--- src/rtl/ab_seq_gen_if.sv ---
// Control bus of the A-then-B stimulus generator: run request, run parameters and run status.
// The slave modport is the generator side; the master modport is whatever launches runs.
interface ab_seq_gen_if #(
  parameter int CNT_W = 8,
  parameter int GAP_W = 4
);
  // Handshake: start is a request that the generator accepts only while busy=0 and done=0 (IDLE).
  // A request in any other cycle is dropped, not queued. count/gap are sampled in the accepting cycle.
  logic             start;
  logic [CNT_W-1:0] count;
  logic [GAP_W-1:0] gap;
  logic             busy;
  logic             done;
  logic [CNT_W-1:0] err_cnt;

  modport master (
    output start,
    output count,
    output gap,
    input  busy,
    input  done,
    input  err_cnt
  );

  modport slave (
    input  start,
    input  count,
    input  gap,
    output busy,
    output done,
    output err_cnt
  );
endinterface

--- src/rtl/ab_seq_gen.sv ---
// Emits `count` A-then-B sequences to the detector, separated by `gap` idle cycles, then pulses done.
// Optional ERR_CHECK_EN macro counts WAIT_Q cycles where the detector's Q stayed low.
module ab_seq_gen #(
  parameter int CNT_W = 8,
  parameter int GAP_W = 4
) (
  input  logic              clk,
  input  logic              reset_n,
  ab_seq_gen_if.slave       ctl,
  input  logic              q_in,
  output logic              a_out,
  output logic              b_out,
  output logic [2:0]        state_dbg
);

  typedef enum logic [2:0] {
    IDLE   = 3'd0,
    SEND_A = 3'd1,
    SEND_B = 3'd2,
    WAIT_Q = 3'd3,
    GAP    = 3'd4,
    DONE   = 3'd5
  } state_t;

  state_t           state;
  state_t           state_nx;
  logic [CNT_W-1:0] rem;
  logic [GAP_W-1:0] gap_r;
  logic [GAP_W-1:0] gap_cnt;

  always_ff @(posedge clk or negedge reset_n) begin
    if (!reset_n) begin
      state <= IDLE;
    end else begin
      state <= state_nx;
    end
  end

  always_comb begin
    state_nx = state;
    case (state)
      IDLE: begin
        if (ctl.start) begin
          state_nx = (ctl.count == '0) ? DONE : SEND_A;
        end
      end
      SEND_A: state_nx = SEND_B;
      SEND_B: state_nx = WAIT_Q;
      WAIT_Q: begin
        if (rem == CNT_W'(1)) begin
          state_nx = DONE;
        end else if (gap_r == '0) begin
          state_nx = SEND_A;
        end else begin
          state_nx = GAP;
        end
      end
      GAP: begin
        if (gap_cnt == GAP_W'(1)) begin
          state_nx = SEND_A;
        end
      end
      DONE:    state_nx = IDLE;
      default: state_nx = IDLE;
    endcase
  end

  // Run parameters are frozen at acceptance so mid-run changes on the bus are harmless.
  always_ff @(posedge clk or negedge reset_n) begin
    if (!reset_n) begin
      rem     <= '0;
      gap_r   <= '0;
      gap_cnt <= '0;
    end else begin
      case (state)
        IDLE: begin
          if (ctl.start) begin
            rem   <= ctl.count;
            gap_r <= ctl.gap;
          end
        end
        WAIT_Q: begin
          rem     <= rem - CNT_W'(1);
          gap_cnt <= gap_r;
        end
        GAP:     gap_cnt <= gap_cnt - GAP_W'(1);
        default: ;
      endcase
    end
  end

  // B is always followed by WAIT_Q, so A can never directly follow B.
  assign a_out     = (state == SEND_A);
  assign b_out     = (state == SEND_B);
  assign ctl.busy  = (state == SEND_A) || (state == SEND_B) || (state == WAIT_Q) || (state == GAP);
  assign ctl.done  = (state == DONE);
  assign state_dbg = state;

`ifdef ERR_CHECK_EN
  logic [CNT_W-1:0] err_r;

  always_ff @(posedge clk or negedge reset_n) begin
    if (!reset_n) begin
      err_r <= '0;
    end else if (state == IDLE && ctl.start) begin
      err_r <= '0;
    end else if (state == WAIT_Q && !q_in && err_r != '1) begin
      err_r <= err_r + CNT_W'(1);
    end
  end

  assign ctl.err_cnt = err_r;
`else
  logic unused_q;
  assign unused_q    = q_in;
  assign ctl.err_cnt = '0;
`endif

endmodule

--- src/flat_wrapper.sv ---
// flat-port wrapper written by rule: the top's interface ports become plain ports
module ab_seq_gen_flat 
#(
  parameter int CNT_W = 8,
  parameter int GAP_W = 4
)
  (clk, reset_n, q_in, a_out, b_out, state_dbg, ctl_start, ctl_count, ctl_gap, ctl_busy, ctl_done, ctl_err_cnt);
  ab_seq_gen_if #(.CNT_W(CNT_W), .GAP_W(GAP_W)) ctl_i ();
  input  logic clk;
  input  logic reset_n;
  input  logic q_in;
  output logic a_out;
  output logic b_out;
  output logic [2:0] state_dbg;
  input wire logic [$bits(ctl_i.start)-1:0] ctl_start;
  input wire logic [$bits(ctl_i.count)-1:0] ctl_count;
  input wire logic [$bits(ctl_i.gap)-1:0] ctl_gap;
  output wire logic [$bits(ctl_i.busy)-1:0] ctl_busy;
  output wire logic [$bits(ctl_i.done)-1:0] ctl_done;
  output wire logic [$bits(ctl_i.err_cnt)-1:0] ctl_err_cnt;
  assign ctl_i.start = ctl_start;
  assign ctl_i.count = ctl_count;
  assign ctl_i.gap = ctl_gap;
  assign ctl_busy = ctl_i.busy;
  assign ctl_done = ctl_i.done;
  assign ctl_err_cnt = ctl_i.err_cnt;
  ab_seq_gen #(.CNT_W(CNT_W), .GAP_W(GAP_W)) u_core (.clk(clk), .reset_n(reset_n), .ctl(ctl_i), .q_in(q_in), .a_out(a_out), .b_out(b_out), .state_dbg(state_dbg));
endmodule
--- config.mk ---
export PLATFORM = sky130hd
export DESIGN_NAME = ab_seq_gen_flat
export DESIGN_NICKNAME = d
export VERILOG_FILES = /design/src/rtl/ab_seq_gen_if.sv /design/src/rtl/ab_seq_gen.sv /design/src/flat_wrapper.sv
export SDC_FILE = /design/constraint.sdc
export NUM_CORES = 1
export LEC_CHECK = 0
export CAP_MARGIN = 5
export CORE_MARGIN = 5
export CORE_UTILIZATION = 35
export DETAILED_ROUTE_END_ITERATION = 8
export PLACE_DENSITY = 0.64
export SLEW_MARGIN = 15
export SYNTH_ARGS = -nofsm -noshare
export SYNTH_HDL_FRONTEND = slang
export SYNTH_SLANG_ARGS = --single-unit
--- constraint.sdc ---
create_clock -name clk -period 1.9 [get_ports clk]
set_input_delay 0.475 -clock clk [delete_from_list [all_inputs] [get_ports clk]]
set_output_delay 0.475 -clock clk [all_outputs]
set_load 0.05 [all_outputs]
==> results by group <==
Outcome
  • Outcome: finished clean

Setup path
  • Count of buffer and inverter cells on the critical path: 1
  • Slowest cell on crit path: dfrtp_2
  • Reg2Reg Setup Slack: 0.33 ns
  • Top delay family on crit path: flip-flops
  • Crit path cell chain: nor2_2, xnor2_4, buf_12
  • Worst EP arrival: 1.35 ns
  • Critical path's largest stage delay: 0.53 ns
  • Type of origin of the critical path: flop
  • Setup crit end kind: output port
  • Required time worst endpoint: 1.42 ns
  • Kind of critical path: reg -> out
  • CP Max Fanout: 11

Die
  • # IOs: 31
  • Overall die width: 70.59 um
  • Die footprint: 4983 sq um
  • Initial Util: 0.3563
  • Die height: 70.59 um
  • Placeable Area: 3606 sq um
  • Site row count: 22

STA
  • Final Critical Period: 1.820 ns
  • Setup Viol. Count Final: 0
  • Final Slew Violations: 0
  • Final Hold Viols: 0
  • Setup ws final: 0.07968 ns
  • Fmax: 549.4 MHz
  • Clock Skew: 0.003481 ns
  • Worst-Margin Slew: 0.5675 ns
  • Headroom to the max-slew limit: 0.6188
  • RSZ-0062 raised after global routing: no
  • Fin crit share: 0.9581
  • Setup_tns: 0 ns

Placement
  • Placer Congestion: 0.8703
  • Post-detail-place hpwl: 2363 um
  • PortBufs: 21
  • Pre-CTS setup slack: 0.01243 ns

Route
  • Vias per inst: 5.174
  • Vias: 1128
  • Wire per inst: 14.21 um
  • Post-route DRC: 0
  • Detailed-router iteration count before antenna repair: 4
  • Antenna-violating nets left: 0
  • Routed wire length: 3097 um
  • Initial drt markers: 51

Clock network
  • Num CTS Buffers: 3
  • CTS tree: done
  • Clock slew at reported path FFs: 0.07 ns
  • # hold bufs at CTS: 0
  • CTS Buffer Depth: 2
  • Clock Sinks: 19
  • Clk Latency, worst-skew pair: 0.25 ns
  • CTS root buf: clkbuf_8
  • Max H-tree Level: 1

Pwr
  • Clock share of power: 0.096
  • Flop pwr share: 0.313
  • Tot Pwr: 2926 uW
  • Sw power: 1350 uW
  • Total power divided by cell area: 1716 nW/um^2
  • Int Power: 1576 uW
  • Net switching share of the total power: 0.4614
  • Combinational group share of total power: 0.591
  • LEAKAGE: 0.0007137 uW
  • Worst VDD drop: 0.0006180 V

Final layout
  • Area delta synth->final: 32.72%
  • Antenna diodes: 0
  • Layout cells sized above 1: 0.1824
  • Nets: 191
  • Filler instances: 356
  • Core Util, Final: 0.4729

Yosys
  • Syn Std Cell Area: 1285 sq um
  • Avg Cell Area, Syn: 8.862 sq um
  • Post-Syn Instances: 145
  • Synth warn: 0
  • Post-synth EDFFs: 0
  • Synth unique cells: 42
  • FFs w/ async S/R, synth: 1.000
  • Yosys reg bits: 19
  • Seq/Total Area, Yosys: 0.3700
  • Top_reg_cell synth: dfrtp_1

Global route
  • All-layer global routing usage: 0.1292
  • First-pass GRT wire length: 5257 um
  • Initial antenna violation count: 0
  • Largest net degree at the start of global routing: 20
  • Vias in the first global route: 1112
  • GR Overflow Total: 0

Worst hold path
  • HP Class: reg -> reg

Job
  • Max_cap viols: 0
layout make-up:
class / instances / area, sq um / share of cell area
well taps: 48 / 60.06 / 0.03522
clock buffers: 4 / 45.04 / 0.02641
multi-input cells: 111 / 754.5 / 0.4424
repair buffers: 29 / 340.3 / 0.1996
inverters: 7 / 26.28 / 0.01541
flip-flops and latches: 19 / 479.2 / 0.2810
registers in the layout, summed over array words and instances, names as in the netlist:
register	flops
u_core.rem	8
u_core.gap_r	4
u_core.gap_cnt	4
u_core.state_dbg	3
stage by stage:
step | area, sq um | hold WS, ns | instances
2_1_floorplan | 1364 | 0.1794 | 152
3_3_place_gp | 1642 | 0.5137 | 212
3_5_place_dp | 1642 | 0.5245 | 212
4_1_cts | 1689 | 0.5430 | 216
5_1_grt | 1705 | 0.5767 | 218
6_report | 1705 | 0.5429 | 218
what timing repair did:
| action | CTS | global route |
|---|---|---|
| setup buffers | 0 | 2 |
| setup endpoints to repair | 1 | 2 |
| gates resized for setup | 1 | 1 |
tightest hold or removal path, stage by stage, from the launching register on:
cell and delay (ns):
dfrtp_1 0.39, nand2_1 0.07, nand2_1 0.06
final timing paths:
path | startpoint | endpoint | depth (start not counted)
worst max-delay path | u_core.state_dbg[1]$_DFFE_PN0P_ | ctl_busy | 3
worst min-delay path | u_core.gap_r[0]$_DFFE_PN0P_ | u_core.gap_r[0]$_DFFE_PN0P_ | 2
max in group asynchronous | reset_n | u_core.state_dbg[1]$_DFFE_PN0P_ | 2
worst max register to register | u_core.state_dbg[1]$_DFFE_PN0P_ | u_core.gap_cnt[3]$_DFFE_PN0P_ | 4
min in group asynchronous | reset_n | u_core.rem[2]$_DFFE_PN0P_ | 2
worst min register to register | u_core.gap_r[0]$_DFFE_PN0P_ | u_core.gap_r[0]$_DFFE_PN0P_ | 2
synth_stat cells, types with 2 or more instances:
library cell,count,share of area
dfrtp_1,19,0.37
nor4_2,2,0.019
a211oi_1,3,0.018
nor4_1,6,0.029
buf_2,6,0.023
nand2b_1,2,0.0097
o211a_1,3,0.023
o21ai_1,4,0.016
nor3b_1,8,0.047
inv_1,7,0.020
nor2_1,11,0.032
a21oi_1,5,0.019
nand2_1,18,0.053
nand3_1,4,0.016
nor3_1,5,0.019
o211ai_1,3,0.018
ha_1,4,0.039
a31oi_1,2,0.0097
and4_1,3,0.020
buf_4,8,0.047
cells in the final DEF, fill, tap and decap left out, drive strengths merged, types with 5 or more instances in the layout:
master and n:
inv 7, nor4 8, a21oi 5, clkdlybuf4s50 14
nor2 11, buf 15, nand2 18, dfrtp 19
nor3 5, nor3b 9, conb 8
routing by layer:
metal	wire, um	share of wire	vias up	track usage
met3	99	0.032	2	0.02699
met2	1517	0.49	21	0.2152
li1	-	-	563	-
met1	1452	0.47	542	0.1726
met5	0	0	-	0
met4	27	0.0087	0	0.03132
power by group through the flow:
stage	Clock, uW	Combinational [uW]	Sequential, uW
2_1_floorplan	0	1130	898
3_3_place_gp	0	1640	907
3_5_place_dp	0	1690	925
4_1_cts	292	1700	923
5_1_grt	306	1890	956
6_report	281	1730	915
logic make-up after synthesis:
| logic type | count (synthesis) | synth area share |
|---|---|---|
| AOI/OAI and AO/OA | 30 | 0.1694 |
| xor gates and xnor gates | 1 | 0.006817 |
| adders and majority gates | 4 | 0.03895 |
| buffers and inverters | 22 | 0.09932 |
| DFF | 19 | 0.3700 |
| other | 1 | 0.002918 |
| and+or+nand+nor | 68 | 0.3126 |
Power figures use the tool's default switching activity.
